`src/rtl/fetch_stage_if.sv`:
```
// Pipelined instruction-memory request/response port between the fetch stage
// (master) and the instruction memory (slave).
interface fetch_stage_if;
  logic        imem_req;
  logic [31:0] imem_addr;
  logic        imem_gnt;
  logic        imem_rvalid;
  logic [31:0] imem_rdata;

  modport master (
    output imem_req,
    output imem_addr,
    input  imem_gnt,
    input  imem_rvalid,
    input  imem_rdata
  );

  modport slave (
    input  imem_req,
    input  imem_addr,
    output imem_gnt,
    output imem_rvalid,
    output imem_rdata
  );
endinterface

```
`src/rtl/fetch_stage.sv`:
```
// RV32I instruction-fetch stage: fetch PC, credit-limited imem requests,
// in-order fetch queue and the IF/ID pipeline register.

module fetch_stage_chk #(
  parameter int CW     = 3,
  parameter int QDEPTH = 2
) (
  input logic          i_clk,
  input logic          i_reset,
  input logic          push_i,
  input logic          pop_i,
  input logic          clear_i,
  input logic [CW-1:0] qcount_i
);
  // a push into a full queue that is neither popped nor cleared loses an instruction
  a_no_overflow: assert property (@(posedge i_clk) disable iff (i_reset)
    !(push_i && !pop_i && !clear_i && (qcount_i == CW'(QDEPTH))));
endmodule

module fetch_stage #(
  parameter logic [31:0] RESET_PC = 32'h0000_0000,
  parameter int          QDEPTH   = 2,
  parameter logic [31:0] NOP_INST = 32'h0000_0013
) (
  input  logic          i_clk,
  input  logic          i_reset,
  input  logic          stall_pc,
  input  logic          stall_IF,
  input  logic          flush_IF,
  input  logic          flush_ID,
  input  logic          pc_sel_EX,
  input  logic [31:0]   target_EX,
  fetch_stage_if.master imem,
  output logic [31:0]   pc_ID,
  output logic [31:0]   inst_ID,
  output logic          valid_ID
);
  localparam int            CW      = 3;
  localparam int            PW      = (QDEPTH > 2) ? 2 : 1;
  localparam logic [CW-1:0] DEPTH_C = CW'(QDEPTH);
  localparam logic [PW-1:0] LAST_C  = PW'(QDEPTH - 1);

  logic [31:0]   pc_fetch_q, pc_fetch_d, pc_resp_q, pc_resp_d;
  logic [CW-1:0] outstanding_q, outstanding_d, drop_cnt_q, drop_cnt_d;
  logic [CW-1:0] qcount_q, qcount_d;
  logic [PW-1:0] rd_ptr_q, rd_ptr_d, wr_ptr_q, wr_ptr_d, wr_idx_s;
  logic [31:0]   q_pc_q   [QDEPTH];
  logic [31:0]   q_inst_q [QDEPTH];
  logic          req_s, hs_s, drop_s, push_s, pop_s, clear_s;
  logic [31:0]   target_s;

  function automatic logic [PW-1:0] ptr_inc(input logic [PW-1:0] p);
    return (p == LAST_C) ? {PW{1'b0}} : p + PW'(1);
  endfunction

  assign target_s = target_EX & 32'hFFFF_FFFC;

  // Two credit limits: stale responses still owed, and room left in the queue.
  assign req_s = !i_reset && !stall_pc && !pc_sel_EX &&
                 ((outstanding_q + drop_cnt_q) < DEPTH_C) &&
                 ((outstanding_q + qcount_q) < DEPTH_C);

  assign imem.imem_req  = req_s;
  assign imem.imem_addr = pc_fetch_q;

  assign hs_s    = req_s && imem.imem_gnt;
  assign drop_s  = imem.imem_rvalid && (drop_cnt_q != {CW{1'b0}});
  assign push_s  = imem.imem_rvalid && (drop_cnt_q == {CW{1'b0}}) && !pc_sel_EX;
  assign pop_s   = !flush_ID && !pc_sel_EX && !stall_IF && (qcount_q != {CW{1'b0}});
  assign clear_s = pc_sel_EX || flush_IF;

  // PC and credit counters; a redirect turns every in-flight request stale
  always_comb begin
    pc_fetch_d    = pc_fetch_q;
    pc_resp_d     = pc_resp_q;
    outstanding_d = outstanding_q;
    drop_cnt_d    = drop_cnt_q;
    if (pc_sel_EX) begin
      pc_fetch_d    = target_s;
      pc_resp_d     = target_s;
      outstanding_d = {CW{1'b0}};
      drop_cnt_d    = drop_cnt_q + outstanding_q - CW'(imem.imem_rvalid);
    end else begin
      if (hs_s) pc_fetch_d = pc_fetch_q + 32'd4;
      else      pc_fetch_d = pc_fetch_q;
      if (push_s) pc_resp_d = pc_resp_q + 32'd4;
      else        pc_resp_d = pc_resp_q;
      if (drop_s) drop_cnt_d = drop_cnt_q - CW'(1);
      else        drop_cnt_d = drop_cnt_q;
      outstanding_d = outstanding_q + CW'(hs_s) - CW'(push_s);
    end
  end

  // queue pointers; a clear still keeps a same-cycle push
  always_comb begin
    rd_ptr_d = rd_ptr_q;
    wr_ptr_d = wr_ptr_q;
    qcount_d = qcount_q;
    wr_idx_s = wr_ptr_q;
    if (clear_s) begin
      rd_ptr_d = {PW{1'b0}};
      wr_idx_s = {PW{1'b0}};
      wr_ptr_d = push_s ? PW'(1) : {PW{1'b0}};
      qcount_d = CW'(push_s);
    end else begin
      if (pop_s) rd_ptr_d = ptr_inc(rd_ptr_q);
      else       rd_ptr_d = rd_ptr_q;
      if (push_s) wr_ptr_d = ptr_inc(wr_ptr_q);
      else        wr_ptr_d = wr_ptr_q;
      qcount_d = qcount_q + CW'(push_s) - CW'(pop_s);
    end
  end

  // state registers, queue storage and IF/ID
  always_ff @(posedge i_clk or posedge i_reset) begin
    if (i_reset) begin
      pc_fetch_q    <= RESET_PC;
      pc_resp_q     <= RESET_PC;
      outstanding_q <= {CW{1'b0}};
      drop_cnt_q    <= {CW{1'b0}};
      qcount_q      <= {CW{1'b0}};
      rd_ptr_q      <= {PW{1'b0}};
      wr_ptr_q      <= {PW{1'b0}};
      for (int i = 0; i < QDEPTH; i++) begin
        q_pc_q[i]   <= 32'h0000_0000;
        q_inst_q[i] <= NOP_INST;
      end
      pc_ID    <= 32'h0000_0000;
      inst_ID  <= NOP_INST;
      valid_ID <= 1'b0;
    end else begin
      pc_fetch_q    <= pc_fetch_d;
      pc_resp_q     <= pc_resp_d;
      outstanding_q <= outstanding_d;
      drop_cnt_q    <= drop_cnt_d;
      qcount_q      <= qcount_d;
      rd_ptr_q      <= rd_ptr_d;
      wr_ptr_q      <= wr_ptr_d;
      if (push_s) begin
        q_pc_q[wr_idx_s]   <= pc_resp_q;
        q_inst_q[wr_idx_s] <= imem.imem_rdata;
      end
      if (flush_ID || pc_sel_EX) begin
        valid_ID <= 1'b0;
        inst_ID  <= NOP_INST;
      end else if (stall_IF) begin
        valid_ID <= valid_ID;
      end else if (qcount_q != {CW{1'b0}}) begin
        pc_ID    <= q_pc_q[rd_ptr_q];
        inst_ID  <= q_inst_q[rd_ptr_q];
        valid_ID <= 1'b1;
      end else begin
        valid_ID <= 1'b0;
        inst_ID  <= NOP_INST;
      end
    end
  end

  fetch_stage_chk #(.CW(CW), .QDEPTH(QDEPTH)) u_chk (
    .i_clk    (i_clk),
    .i_reset  (i_reset),
    .push_i   (push_s),
    .pop_i    (pop_s),
    .clear_i  (clear_s),
    .qcount_i (qcount_q)
  );
endmodule

```
`src/flat_wrapper.sv`:
```
// flat-port wrapper written by rule: the top's interface ports become plain ports
module fetch_stage_flat 
#(
  parameter logic [31:0] RESET_PC = 32'h0000_0000,
  parameter int          QDEPTH   = 2,
  parameter logic [31:0] NOP_INST = 32'h0000_0013
)
  (i_clk, i_reset, stall_pc, stall_IF, flush_IF, flush_ID, pc_sel_EX, target_EX, pc_ID, inst_ID, valid_ID, imem_imem_req, imem_imem_addr, imem_imem_gnt, imem_imem_rvalid, imem_imem_rdata);
  fetch_stage_if imem_i ();
  input  logic i_clk;
  input  logic i_reset;
  input  logic stall_pc;
  input  logic stall_IF;
  input  logic flush_IF;
  input  logic flush_ID;
  input  logic pc_sel_EX;
  input  logic [31:0] target_EX;
  output logic [31:0] pc_ID;
  output logic [31:0] inst_ID;
  output logic valid_ID;
  output wire logic [$bits(imem_i.imem_req)-1:0] imem_imem_req;
  output wire logic [$bits(imem_i.imem_addr)-1:0] imem_imem_addr;
  input wire logic [$bits(imem_i.imem_gnt)-1:0] imem_imem_gnt;
  input wire logic [$bits(imem_i.imem_rvalid)-1:0] imem_imem_rvalid;
  input wire logic [$bits(imem_i.imem_rdata)-1:0] imem_imem_rdata;
  assign imem_imem_req = imem_i.imem_req;
  assign imem_imem_addr = imem_i.imem_addr;
  assign imem_i.imem_gnt = imem_imem_gnt;
  assign imem_i.imem_rvalid = imem_imem_rvalid;
  assign imem_i.imem_rdata = imem_imem_rdata;
  fetch_stage #(.RESET_PC(RESET_PC), .QDEPTH(QDEPTH), .NOP_INST(NOP_INST)) u_core (.i_clk(i_clk), .i_reset(i_reset), .stall_pc(stall_pc), .stall_IF(stall_IF), .flush_IF(flush_IF), .flush_ID(flush_ID), .pc_sel_EX(pc_sel_EX), .target_EX(target_EX), .imem(imem_i), .pc_ID(pc_ID), .inst_ID(inst_ID), .valid_ID(valid_ID));
endmodule
```
`config.mk`:
```
export PLATFORM = sky130hd
export DESIGN_NAME = fetch_stage_flat
export DESIGN_NICKNAME = d
export VERILOG_FILES = /design/src/rtl/fetch_stage_if.sv /design/src/rtl/fetch_stage.sv /design/src/flat_wrapper.sv
export SDC_FILE = /design/constraint.sdc
export NUM_CORES = 1
export LEC_CHECK = 0
export CAP_MARGIN = 5
export CORE_ASPECT_RATIO = 0.7
export CORE_MARGIN = 5
export CORE_UTILIZATION = 45
export DETAILED_ROUTE_END_ITERATION = 6
export DONT_BUFFER_PORTS = 1
export HOLD_SLACK_MARGIN = 0.15
export PLACE_DENSITY_LB_ADDON = 0.08
export SETUP_SLACK_MARGIN = 0.1
export SYNTH_ARGS = -nofsm -noshare
export SYNTH_HDL_FRONTEND = slang
export SYNTH_SLANG_ARGS = --single-unit
```
`constraint.sdc`:
```
create_clock -name i_clk -period 11.7 [get_ports i_clk]
set_input_delay 2.34 -clock i_clk [delete_from_list [all_inputs] [get_ports i_clk]]
set_output_delay 2.34 -clock i_clk [all_outputs]
set_load 0.02 [all_outputs]
```
# ---- Word-level counts from Yosys, hierarchy flattened
# Cells that the tools add are included.
# Widths: inputs -> output; s select.
dict set report op_classes {
  addsub 12
  order_cmp 5
  eq_ne 1
  mux 32
  bitwise 4
  reduce_logical 28
}
# cell count
set op_table {}
lappend op_table {{$mux 32} 14}
lappend op_table {{$bwmux 64} 2}
lappend op_table {{$add 32x3->32 const B} 2}
lappend op_table {{$demux 32 s1} 1}
lappend op_table {{$logic_and 1x1->1} 12}
lappend op_table {{$mux 3} 4}
lappend op_table {{$mux 1} 11}
lappend op_table {{$reduce_bool 2->1} 5}
lappend op_table {{$sub 3x1->3} 3}
lappend op_table {{$add 3x1->3} 2}
lappend op_table {{$add 3x3->3} 2}
lappend op_table {{$lt 3x2->1 const B} 2}
lappend op_table {{$reduce_bool 3->1} 2}
lappend op_table {{$logic_not 1->1} 5}
lappend op_table {{$ge 2x2->1 const B} 2}
lappend op_table {{$not 1->2} 2}
lappend op_table {{$logic_not 3->1} 1}
lappend op_table {{$reduce_and 3->1} 1}
lappend op_table {{$sub 3x1->3 const B} 1}
lappend op_table {{$add 1x1->1 const B} 2}
lappend op_table {{$logic_or 1x1->1} 2}
lappend op_table {{$lt 2x1->1 const B} 1}
lappend op_table {{$ne 2x1->1 const B} 1}
lappend op_table {{$not 1->1} 2}
dict set report word_totals {
  ff_bits 268
  inputBits 73
  output_inout_bits 98
  elab_cells 96
}

# ---- Depth between registers and ports, before layout
dict set report logic_depth {
  ltp_word 9
  mapped_depth 12
  depth_no_buf 11
}

# ---- Worst setup path after synthesis
# No wires, ideal clock.
dict set report synth_path {
  path_type {input to output}
  from {in pc_sel_EX}
  to {out imem_imem_req}
  arrival_time_ps 3378
  t_required_ps 9360
  slack_ps 5982
  stages 4
  path_cell_list {buf_2 > nor3_1 > nand3_1 > a21oi_1}
}
dict set report synth_between {
  elab_chain_len 4
}
# element line
set synth_rtl {}
lappend synth_rtl {{start: declaration} flat_wrapper.sv:16} ;# input logic pc_sel_EX;
lappend synth_rtl {{$logic_not 1->1} fetch_stage.sv:59} ;# assign req_s = !i_reset && !stall_pc && !pc_sel_EX &&
lappend synth_rtl {{$logic_and 1x1->1 (2 in series)} fetch_stage.sv:59}
lappend synth_rtl {{$logic_and 1x1->1} fetch_stage.sv:60} ;# ((outstanding_q + drop_cnt_q) < DEPTH_C) &&
lappend synth_rtl {{end: declaration} flat_wrapper.sv:21} ;# output wire logic [$bits(imem_i.imem_req)-1:0] imem_imem_req;
# Every way passes these cells.

# ---- Worst setup path in the final report
# Same ends and word-level chain as after synthesis.

==> flow_summary.ini <==
[finish]
diodes = 0
syn2layout_area_growth_pct = 10.09
drive_gt1_share_pct = 19.17
multi_input_area_mm2 = 0.004936
fillCellCount = 2299
regArea_mm2 = 0.006471
fin_nets = 1102
fin_area_mm2 = 0.01295

[clocking]
clk-insertion-delay-late_ps = 530
clock_tree.root_cell = clkbuf_16
cts_tree = done
post_cts_resized = 0
cts.sinks = 258
htree_levels = 1
holdBufCountCts = 0
post-cts-setup-buffers = 0
cts_buffers = 27
clkTransAtPathRegs_ps = 60
clockBufferDepth = 3

[timing]
period_share_pct = 50.99
max_slew.worst_pin.slew_ps = 1070
timing.hold.ws_ps = 477.9
fin_ws_ps = 5735
fmax_mhz = 167.6
rsz0062_at_grt = false
finalClockSkew_ps = 10.36
maxSlewHeadroom_pct = 28.66
fin_setup_tns_ps = 0
maxSlewViolCount = 0
setup_viol = 0
min_period_ps = 5965
hold_viol = 0

[outcome]
status = complete, no violations

[logic_synthesis]
avgSynthCellArea_um2 = 11.41
async_flop_share_pct = 100.0
synthesis.area_mm2 = 0.01176
synthCells = 1031
synth_seq_cells = 258
ys_seq_area_share_pct = 54.98
synth_top_area_cell = dfrtp_1
synthFlopType = dfrtp_1
yosysTopAreaCellShare_pct = 52.97
yosys_warnings = 0
synth_edf_count = 0
synth.distinct_cells = 55
synthTopCellsByArea = dfrtp_1 53%, mux2_2 11%, mux2i_1 5.5%

[route]
routed_wl_mm = 27.48
firstDrtPassIters = 5
dr_total_vias = 7548
postRouteAntennaNets = 0
vias_per_cell = 5.534
remaining_drc_errors = 0
drtIter0Drc = 448
wire_per_inst_um = 20.15

[placement]
io_buffers = 0
dp_hpwl_mm = 18.33
placed_cell_area_mm2 = 0.01204
dp_slack_ps = 5743
gp_congestion = 0.8088

[run]
drv_cap = 0

[floorplan]
die_w_um = 203.3
io_pins = 171
std_cell_rows = 49
die_h_um = 145.3
start_util_pct = 45.79
die_area_mm2 = 0.02953
core_mm2 = 0.02569

[critical_path]
critPathRequiredTime_ps = 9360
critPathArrivalTime_ps = 3630
critical_path.endpoint = imem_imem_req
cp-start-kind = primary input
worstPathMaxFanout = 80
end_kind = primary output
r2r_slack_ps = 8130
setup.worst_path.start = pc_sel_EX
r2r_end = u_core.outstanding_q[2]$_DFF_PP0_
reg2reg_depth = 10
r2r_start = u_core.qcount_q[1]$_DFF_PP0_
path_class = primary input to primary output

[worst_hold_path]
hp-class = register to register

[grt]
grtUsageMet1_pct = 27.42
grt_remaining_overflow = 0
top_usage_layer = met2
antenna_found_initial = 0
use_met2_pct = 27.91
grt_start_max_net_pins = 132
use_met3_pct = 4.662
grt_pass1_vias = 7526
track_usage_pct = 18.49
grt_pass1_wl_mm = 44.49

[power_and_ir_drop]
powerDensity_mw_per_mm2 = 197.2
leakagePower_nw = 5.629
vdd_drop_max_mv = 0.1243
-- flip-flops by register name, summed over array words and instances, names as in the netlist --
| name | flops |
|---|---|
| u_core.drop_cnt_q | 3 |
| u_core.imem.imem_addr | 30 |
| u_core.inst_ID | 32 |
| u_core.outstanding_q | 3 |
| u_core.pc_ID | 30 |
| u_core.pc_resp_q | 30 |
| u_core.q_inst_q | 64 |
| u_core.q_pc_q | 60 |
| u_core.qcount_q | 3 |
| u_core.rd_ptr_q | 1 |
| u_core.valid_ID | 1 |
| u_core.wr_ptr_q | 1 |
-- how the worst min path moves through the flow --
stage,from,end,slack [ps],depth (start not counted)
floorplan,u_core.q_pc_q[43]$_DFFE_PP0P_,u_core.q_pc_q[43]$_DFFE_PP0P_,450,2
global placement,u_core.q_pc_q[15]$_DFFE_PP0P_,u_core.q_pc_q[15]$_DFFE_PP0P_,460,2
detailed placement,u_core.q_pc_q[21]$_DFFE_PP0P_,u_core.q_pc_q[21]$_DFFE_PP0P_,470,2
CTS,u_core.q_pc_q[21]$_DFFE_PP0P_,u_core.q_pc_q[21]$_DFFE_PP0P_,480,2
global route,u_core.q_pc_q[20]$_DFFE_PP0P_,u_core.q_pc_q[20]$_DFFE_PP0P_,510,1
finish,u_core.q_pc_q[15]$_DFFE_PP0P_,u_core.q_pc_q[15]$_DFFE_PP0P_,480,2
-- critical path: stages --
cell	delay [ps]
nor3_1	430
nand3_1	300
a21oi_1	510
-- cells in the mapped netlist, types with 7 or more instances --
cell type,number
inv_1,39
xor2_1,12
nand2_1,131
nand4_1,16
ha_1,11
o21ai_1,12
buf_2,13
nor3_1,16
o211ai_1,11
and3_1,12
nand3_1,24
clkbuf_1,27
dfrtp_1,249
xnor2_1,29
nor2_1,23
a21oi_1,18
dfstp_2,9
o21ai_0,104
mux2i_1,65
buf_1,10
mux2_2,116
a21o_1,7
-- layout make-up --
type / count / area share (%)
flip-flops and latches: 258 / 49.97
multi-input cells: 680 / 38.11
clock buffers: 40 / 6.135
well taps: 331 / 3.198
inverters: 39 / 1.188
clock inverters: 8 / 0.9371
repair buffers: 8 / 0.4637
-- metal layers --
layer / vias to the layer above / part of all wire, % / wire [µm]
met5: - / 0 / 0
met4: 0 / 1.5 / 405
met2: 154 / 45 / 12420
met1: 3774 / 47 / 13040
met3: 29 / 5.9 / 1619
li1: 3591 / - / -
-- logic make-up after synthesis --
kind of cell	after synthesis	synth area share (%)
AOI/OAI and AO/OA	176	8.775
and+or+nand+nor	263	11.19
muxes	181	16.63
buffers and inverters	96	3.489
xor gates and xnor gates	41	3.053
adders and majority gates	15	1.851
DFF	258	54.98
other	1	0.03188
-- cells in the final DEF, fill, tap and decap left out, types with 5 or more instances in the layout --
cell	n
o211ai_1	11
dfstp_2	9
nor2_1	23
nand4_1	16
dfrtp_1	248
clkbuf_1	6
o31a_1	5
and3_1	12
xnor2_1	29
inv_1	38
mux2_2	116
clkbuf_16	27
buf_4	8
clkbuf_8	7
or3_1	5
o21ai_0	104
ha_1	11
and2_1	5
a21o_1	7
nor3_2	6
mux2i_1	65
o21ai_1	12
nor3_1	15
nand2_1	130
a21oi_1	18
xor2_1	12
nand3_1	23
-- report_power, final --
part / leakage [nW] / switching (mW) / internal (mW)
clock network: 0.454 / 0.354 / 0.534
registers: 3.35 / 0.186 / 1.09
logic: 1.83 / 0.183 / 0.207
-- metrics by stage --
step | std cells | power [mW] | utilization, %
6_report | 1364 | 2.555 | 50.42
5_1_grt | 1364 | 2.714 | 50.42
4_1_cts | 1364 | 2.594 | 50.42
3_5_place_dp | 1316 | 1.694 | 46.85
3_3_place_gp | 1316 | 1.680 | 46.85
2_1_floorplan | 1034 | 1.585 | -
(Power assumes the default switching activity.)
